## src/rtl/rtc_hms_counter_if.sv

```systemverilog
// Load handshake bundle for the time-of-day counter: request, BCD payload,
// ready back-pressure and the reject pulse.
interface rtc_hms_counter_if;
    logic       load_valid;
    logic       load_ready;
    logic [7:0] load_hh;
    logic [7:0] load_mm;
    logic [7:0] load_ss;
    logic       load_err;

    modport master (
        output load_valid, load_hh, load_mm, load_ss,
        input  load_ready, load_err
    );

    modport slave (
        input  load_valid, load_hh, load_mm, load_ss,
        output load_ready, load_err
    );
endinterface

```

## src/rtl/rtc_hms_counter.sv

```systemverilog
// BCD hours/minutes/seconds keeper advanced by edges of the slow 1 Hz divider
// output, sampled in the clk domain, with a validated two-cycle load path.
module rtc_hms_counter #(
    parameter int EDGE_SEL  = 1,
    parameter int HOURS_MAX = 23
) (
    input  logic               clk,
    input  logic               rst,
    input  logic               tick_in,
    input  logic               run,
    rtc_hms_counter_if.slave   ld,
    output logic [7:0]         hh,
    output logic [7:0]         mm,
    output logic [7:0]         ss,
    output logic               sec_pulse,
    output logic               min_pulse,
    output logic               hour_pulse,
    output logic               day_pulse
);

    localparam logic [7:0] HH_MAX_BCD = {4'(HOURS_MAX / 10), 4'(HOURS_MAX % 10)};

    typedef enum logic [1:0] {ST_STOP, ST_RUN, ST_LOAD} state_t;

    state_t     state;
    logic       tick_d;
    logic       ev;
    logic       hs;
    logic       cnt_en;
    logic       stg_ok;
    logic [7:0] stg_hh, stg_mm, stg_ss;
    logic [8:0] ss_inc, mm_inc, hh_inc;

    // {carry, next}: wraps to 00 with carry once the unit reaches its top value
    function automatic logic [8:0] bcd_inc(input logic [7:0] v, input logic [7:0] top);
        if (v == top)
            return 9'h100;
        if (v[3:0] == 4'd9)
            return {1'b0, v[7:4] + 4'd1, 4'd0};
        return {1'b0, v[7:4], v[3:0] + 4'd1};
    endfunction

    // Legal digits and not above top; for legal BCD a plain compare is a decimal compare
    function automatic logic bcd_ok(input logic [7:0] v, input logic [7:0] top);
        return (v[7:4] <= 4'd9) && (v[3:0] <= 4'd9) && (v <= top);
    endfunction

    always_comb begin
        ev     = (EDGE_SEL != 0) ? (tick_in & ~tick_d) : (tick_in ^ tick_d);
        hs     = ld.load_valid & ld.load_ready;
        cnt_en = (state == ST_RUN) && ev && !hs;
        ss_inc = bcd_inc(ss, 8'h59);
        mm_inc = bcd_inc(mm, 8'h59);
        hh_inc = bcd_inc(hh, HH_MAX_BCD);
        stg_ok = bcd_ok(stg_ss, 8'h59) && bcd_ok(stg_mm, 8'h59) && bcd_ok(stg_hh, HH_MAX_BCD);
    end

    // Tracks tick_in even during reset so a level already high at release is not an edge
    always_ff @(posedge clk) begin
        tick_d <= tick_in;
    end

    always_ff @(posedge clk) begin
        if (hs) begin
            stg_hh <= ld.load_hh;
            stg_mm <= ld.load_mm;
            stg_ss <= ld.load_ss;
        end
    end

    always_ff @(posedge clk) begin
        if (rst) begin
            state         <= ST_STOP;
            ld.load_ready <= 1'b1;
            ld.load_err   <= 1'b0;
            hh            <= 8'h00;
            mm            <= 8'h00;
            ss            <= 8'h00;
            sec_pulse     <= 1'b0;
            min_pulse     <= 1'b0;
            hour_pulse    <= 1'b0;
            day_pulse     <= 1'b0;
        end else begin
            sec_pulse   <= 1'b0;
            min_pulse   <= 1'b0;
            hour_pulse  <= 1'b0;
            day_pulse   <= 1'b0;
            ld.load_err <= 1'b0;

            // Cascaded carries are resolved in one edge so all pulses coincide
            if (cnt_en) begin
                ss        <= ss_inc[7:0];
                sec_pulse <= 1'b1;
                if (ss_inc[8]) begin
                    mm        <= mm_inc[7:0];
                    min_pulse <= 1'b1;
                    if (mm_inc[8]) begin
                        hh         <= hh_inc[7:0];
                        hour_pulse <= 1'b1;
                        day_pulse  <= hh_inc[8];
                    end
                end
            end

            if (state == ST_LOAD) begin
                if (stg_ok) begin
                    hh <= stg_hh;
                    mm <= stg_mm;
                    ss <= stg_ss;
                end else begin
                    ld.load_err <= 1'b1;
                end
            end

            if (hs) begin
                state         <= ST_LOAD;
                ld.load_ready <= 1'b0;
            end else begin
                state         <= run ? ST_RUN : ST_STOP;
                ld.load_ready <= 1'b1;
            end
        end
    end

endmodule

```

## src/flat_wrapper.sv

```systemverilog
// flat-port wrapper written by rule: the top's interface ports become plain ports
module rtc_hms_counter_flat 
#(
    parameter int EDGE_SEL  = 1,
    parameter int HOURS_MAX = 23
)
  (clk, rst, tick_in, run, hh, mm, ss, sec_pulse, min_pulse, hour_pulse, day_pulse, ld_load_valid, ld_load_hh, ld_load_mm, ld_load_ss, ld_load_ready, ld_load_err);
  rtc_hms_counter_if ld_i ();
  input  logic clk;
  input  logic rst;
  input  logic tick_in;
  input  logic run;
  output logic [7:0] hh;
  output logic [7:0] mm;
  output logic [7:0] ss;
  output logic sec_pulse;
  output logic min_pulse;
  output logic hour_pulse;
  output logic day_pulse;
  input wire logic [$bits(ld_i.load_valid)-1:0] ld_load_valid;
  input wire logic [$bits(ld_i.load_hh)-1:0] ld_load_hh;
  input wire logic [$bits(ld_i.load_mm)-1:0] ld_load_mm;
  input wire logic [$bits(ld_i.load_ss)-1:0] ld_load_ss;
  output wire logic [$bits(ld_i.load_ready)-1:0] ld_load_ready;
  output wire logic [$bits(ld_i.load_err)-1:0] ld_load_err;
  assign ld_i.load_valid = ld_load_valid;
  assign ld_i.load_hh = ld_load_hh;
  assign ld_i.load_mm = ld_load_mm;
  assign ld_i.load_ss = ld_load_ss;
  assign ld_load_ready = ld_i.load_ready;
  assign ld_load_err = ld_i.load_err;
  rtc_hms_counter #(.EDGE_SEL(EDGE_SEL), .HOURS_MAX(HOURS_MAX)) u_core (.clk(clk), .rst(rst), .tick_in(tick_in), .run(run), .ld(ld_i), .hh(hh), .mm(mm), .ss(ss), .sec_pulse(sec_pulse), .min_pulse(min_pulse), .hour_pulse(hour_pulse), .day_pulse(day_pulse));
endmodule
```

## config.mk

```make
export PLATFORM = sky130hd
export DESIGN_NAME = rtc_hms_counter_flat
export DESIGN_NICKNAME = d
export VERILOG_FILES = /design/src/rtl/rtc_hms_counter_if.sv /design/src/rtl/rtc_hms_counter.sv /design/src/flat_wrapper.sv
export SDC_FILE = /design/constraint.sdc
export NUM_CORES = 1
export LEC_CHECK = 0
export BUFFER_PORTS_ARGS = -buffer_cell sky130_fd_sc_hd__buf_4
export CAP_MARGIN = 10
export CORE_MARGIN = 2
export CORE_UTILIZATION = 50
export CTS_CLUSTER_DIAMETER = 200
export DETAILED_ROUTE_END_ITERATION = 10
export PLACE_DENSITY_LB_ADDON = 0.05
export SYNTH_ARGS = -nofsm -noshare
export SYNTH_HDL_FRONTEND = slang
export SYNTH_SLANG_ARGS = --single-unit
```

## constraint.sdc

```tcl
create_clock -name clk -period 3 [get_ports clk]
set_input_delay 0.15 -clock clk [delete_from_list [all_inputs] [get_ports clk]]
set_output_delay 0.15 -clock clk [all_outputs]
set_load 0.01 [all_outputs]
```

==> metrics.cfg <==
[drt]
vias = 2162
drcViolationCount = 0
post_drt_wl_per_cell_um = 13.9
drt_first_pass_iters = 4
routed_wl_um = 5560
ant_nets = 0
avgViaCountPerCell = 5.39
drt-initial-drc-count = 99

[final_layout]
synthToLayoutAreaGrowth_pct = 31.7
final_area_um2 = 3460
stdcell_count = 401
drive_above_1_share = 0.257
fillCellCount = 392
layout.nets = 367
antenna-diode-count = 0

[timing]
setup_tns_ns = 0
grt_setup_unrepaired = no
worst_slew_pin_slew_ns = 0.976
fin_crit_sh = 0.721
max_freq_mhz = 462
finalHoldViolCount = 0
fin_crit_ns = 2.16
worst_clock_skew_ns = 0.00426
slew_violations = 0
slew_headroom = 0.349
setup_viol_count_final = 0

[setup_path]
slowest_delay_ns = 0.57
path_class = reg2reg
cp_data_required_time_ns = 3.22
crit_arrival_ns = 2.39
critPathCaptureType = flip-flop
startpoint_type = flip-flop
crit_path_top_delay_cell = or4_1
worst-path-max-fanout = 8
path_cells = ha_1, and3b_1, nand4_2, or4_1, a311oi_1

[clock_network]
cts_buffers = 9
h-tree-depth = 3
ctsLongestPathBuffers = 2
root_buffer = clkbuf_8
clock_sinks = 57
clk_latency_ns = 0.32
clk_pin_slew_worst_paths_ns = 0.06
cts_tree = yes

[floorplan]
dieArea_um2 = 5850
num_rows = 26
core_um2 = 5070
die_y_um = 76.5
io_pins = 59
die_w_um = 76.5
start_util = 0.518

[pwr]
powerDensity_nw_per_um2 = 434
p_sw_uw = 329
p_int_uw = 1170
total_leakage_power_uw = 0.00139
power_frac_seq = 0.564
clockPowerShare = 0.376
peakVddDrop_mv = 0.320
pwr-share-comb = 0.061
switching_share = 0.219

[place]
placed_area_um2 = 3070
post-place-cells = 361
finalWeightedCongestion = 0.793
hpwl_um = 3700
numPortBuffers = 58

[grt]
grt_max_degree = 41
grt_pass1_wl_um = 9360
grt_usage = 0.203
antenna_found_initial = 0
grt_pass1_vias = 2061
grt-ovfl-total = 0

[yosys]
syn_nets = 288
synth_edf_count = 24
seq_area_frac_synth = 0.526
synth_top_flop_cell = dfxtp_1
synthArstFlopShare = 0
synth_top_area_frac = 0.274
syn-instance-count = 247
synth-seq-cells = 57
synth.distinct_cells = 47
ys_warn_count = 0
synth_top_area_cell = edfxtp_1
synth.top_cells.by_area = edfxtp_1, dfxtp_1, ha_1
netlist_area_um2 = 2630
synth_area_per_cell_um2 = 10.6

[status]
status = finished clean

[job]
drv_cap = 0

[hold_path]
hp-class = in2reg

-- area by class of cell --
class	instances	area, um^2	area share
Tap cell	70	87.6	0.0253
Clock inverter	6	25.0	0.00724
Inverter	10	37.5	0.0109
Clock buffer	10	128	0.0369
Timing Repair Buffer	83	683	0.198
Sequential cell	57	1380	0.399
Multi-Input combinational cell	165	1120	0.323
-- logic make-up after synthesis --
group	count (synthesis)	share of synthesized area
simple gates	98	0.205
flops	57	0.526
compound gates	49	0.141
buf+inv	25	0.0491
fa+ha+maj	12	0.0572
mux	5	0.0191
xor+xnor	1	0.00334
-- path summary, 6_finish.rpt --
path	to	depth (start not counted)	from	slack (ns)
setup reg to reg	u_core.hh[2]	5	u_core.ss[0]	0.84
hold / removal	u_core.stg_hh[2]	1	ld_load_hh[2]	0.01
setup / recovery	u_core.hh[2]	5	u_core.ss[0]	0.84
hold reg to reg	u_core.ld.load_err	2	u_core.state[1]	0.50
-- cells in the mapped netlist (all sizes together) (2+ instances only) --
| cell type | number |
|---|---|
| dfxtp | 33 |
| nor2 | 31 |
| edfxtp | 24 |
| nand2 | 13 |
| nor3 | 13 |
| a21oi | 12 |
| ha | 12 |
| o21ai | 12 |
| a211oi | 10 |
| inv | 10 |
| buf | 9 |
| nand3 | 8 |
| a311oi | 6 |
| clkbuf | 6 |
| and3b | 5 |
| mux2i | 5 |
| nand4 | 4 |
| nor2b | 4 |
| or3 | 4 |
| and3 | 3 |
| or4 | 3 |
| and4 | 2 |
| nand2b | 2 |
| o311a | 2 |
| o32ai | 2 |
-- cell usage in the layout, fill, tap and decap left out, drive strengths merged, types with 2 or more instances in the layout --
master	instances
buf	59
dfxtp	33
nor2	31
dlygate4sd3	24
edfxtp	24
nand2	13
nor3	13
a21oi	12
ha	12
o21ai	12
inv	10
a211oi	10
clkbuf	10
nand3	8
a311oi	6
clkinv	6
and3b	5
mux2i	5
or3	4
nor2b	4
nand4	4
and3	3
or4	3
nand2b	2
o311a	2
and4	2
o32ai	2
-- critical path, delay by kind of cell (launching register included) --
kind	cells	cell delay [ns]
AO/OA/AOI/OAI	1	0.30
flip-flops	1	0.42
AND/OR/NAND/NOR	3	1.18
adder cells (fa/ha/maj)	1	0.17
-- sequential cells by signal, summed over array words and instances (netlist names) --
| name | cells |
|---|---|
| u_core.stg_hh | 8 |
| u_core.sec_pulse | 1 |
| u_core.hour_pulse | 1 |
| u_core.ld.load_ready | 1 |
| u_core.stg_mm | 8 |
| u_core.min_pulse | 1 |
| u_core.ss | 8 |
| u_core.mm | 8 |
| u_core.state | 2 |
| u_core.tick_d | 1 |
| u_core.ld.load_err | 1 |
| u_core.day_pulse | 1 |
| u_core.hh | 8 |
| u_core.stg_ss | 8 |
-- power groups by stage --
stage	Combinational [uW]	Clock (uW)	Sequential [uW]
after floorplan	25.9	0	861
after global placement	65.3	0	863
after detailed placement	65.7	0	863
after CTS	89.3	576	846
after global routing	98.3	611	848
final	90.9	564	846
-- what timing repair did --
item | 4_1_cts | 5_1_grt
setup endpoints to repair | 0 | 0
hold buffers | 23 | 1
endpoints found under the hold margin | 23 | 1
setup buffers | 0 | 0
gates resized for setup | 0 | 0
-- per-layer routing --
layer	part of all wire	track usage	up-vias
li1	-	-	1070
met1	0.43	0.231	1026
met2	0.50	0.352	60
met3	0.050	0.0569	6
met4	0.012	0.0945	0
met5	0	0	-
-- through the flow --
stage               worst slack (ns)  hold slack (ns)  utilization  power (uW)
floorplan                       1.10            0.178            -         887
global placement               0.918            0.270        0.604         928
detailed placement             0.915            0.269        0.604         929
CTS                            0.850         0.000809        0.679        1510
global route                   0.736          0.00112        0.681        1560
finish                         0.838           0.0129        0.681        1500
(Power assumes the default switching activity.)
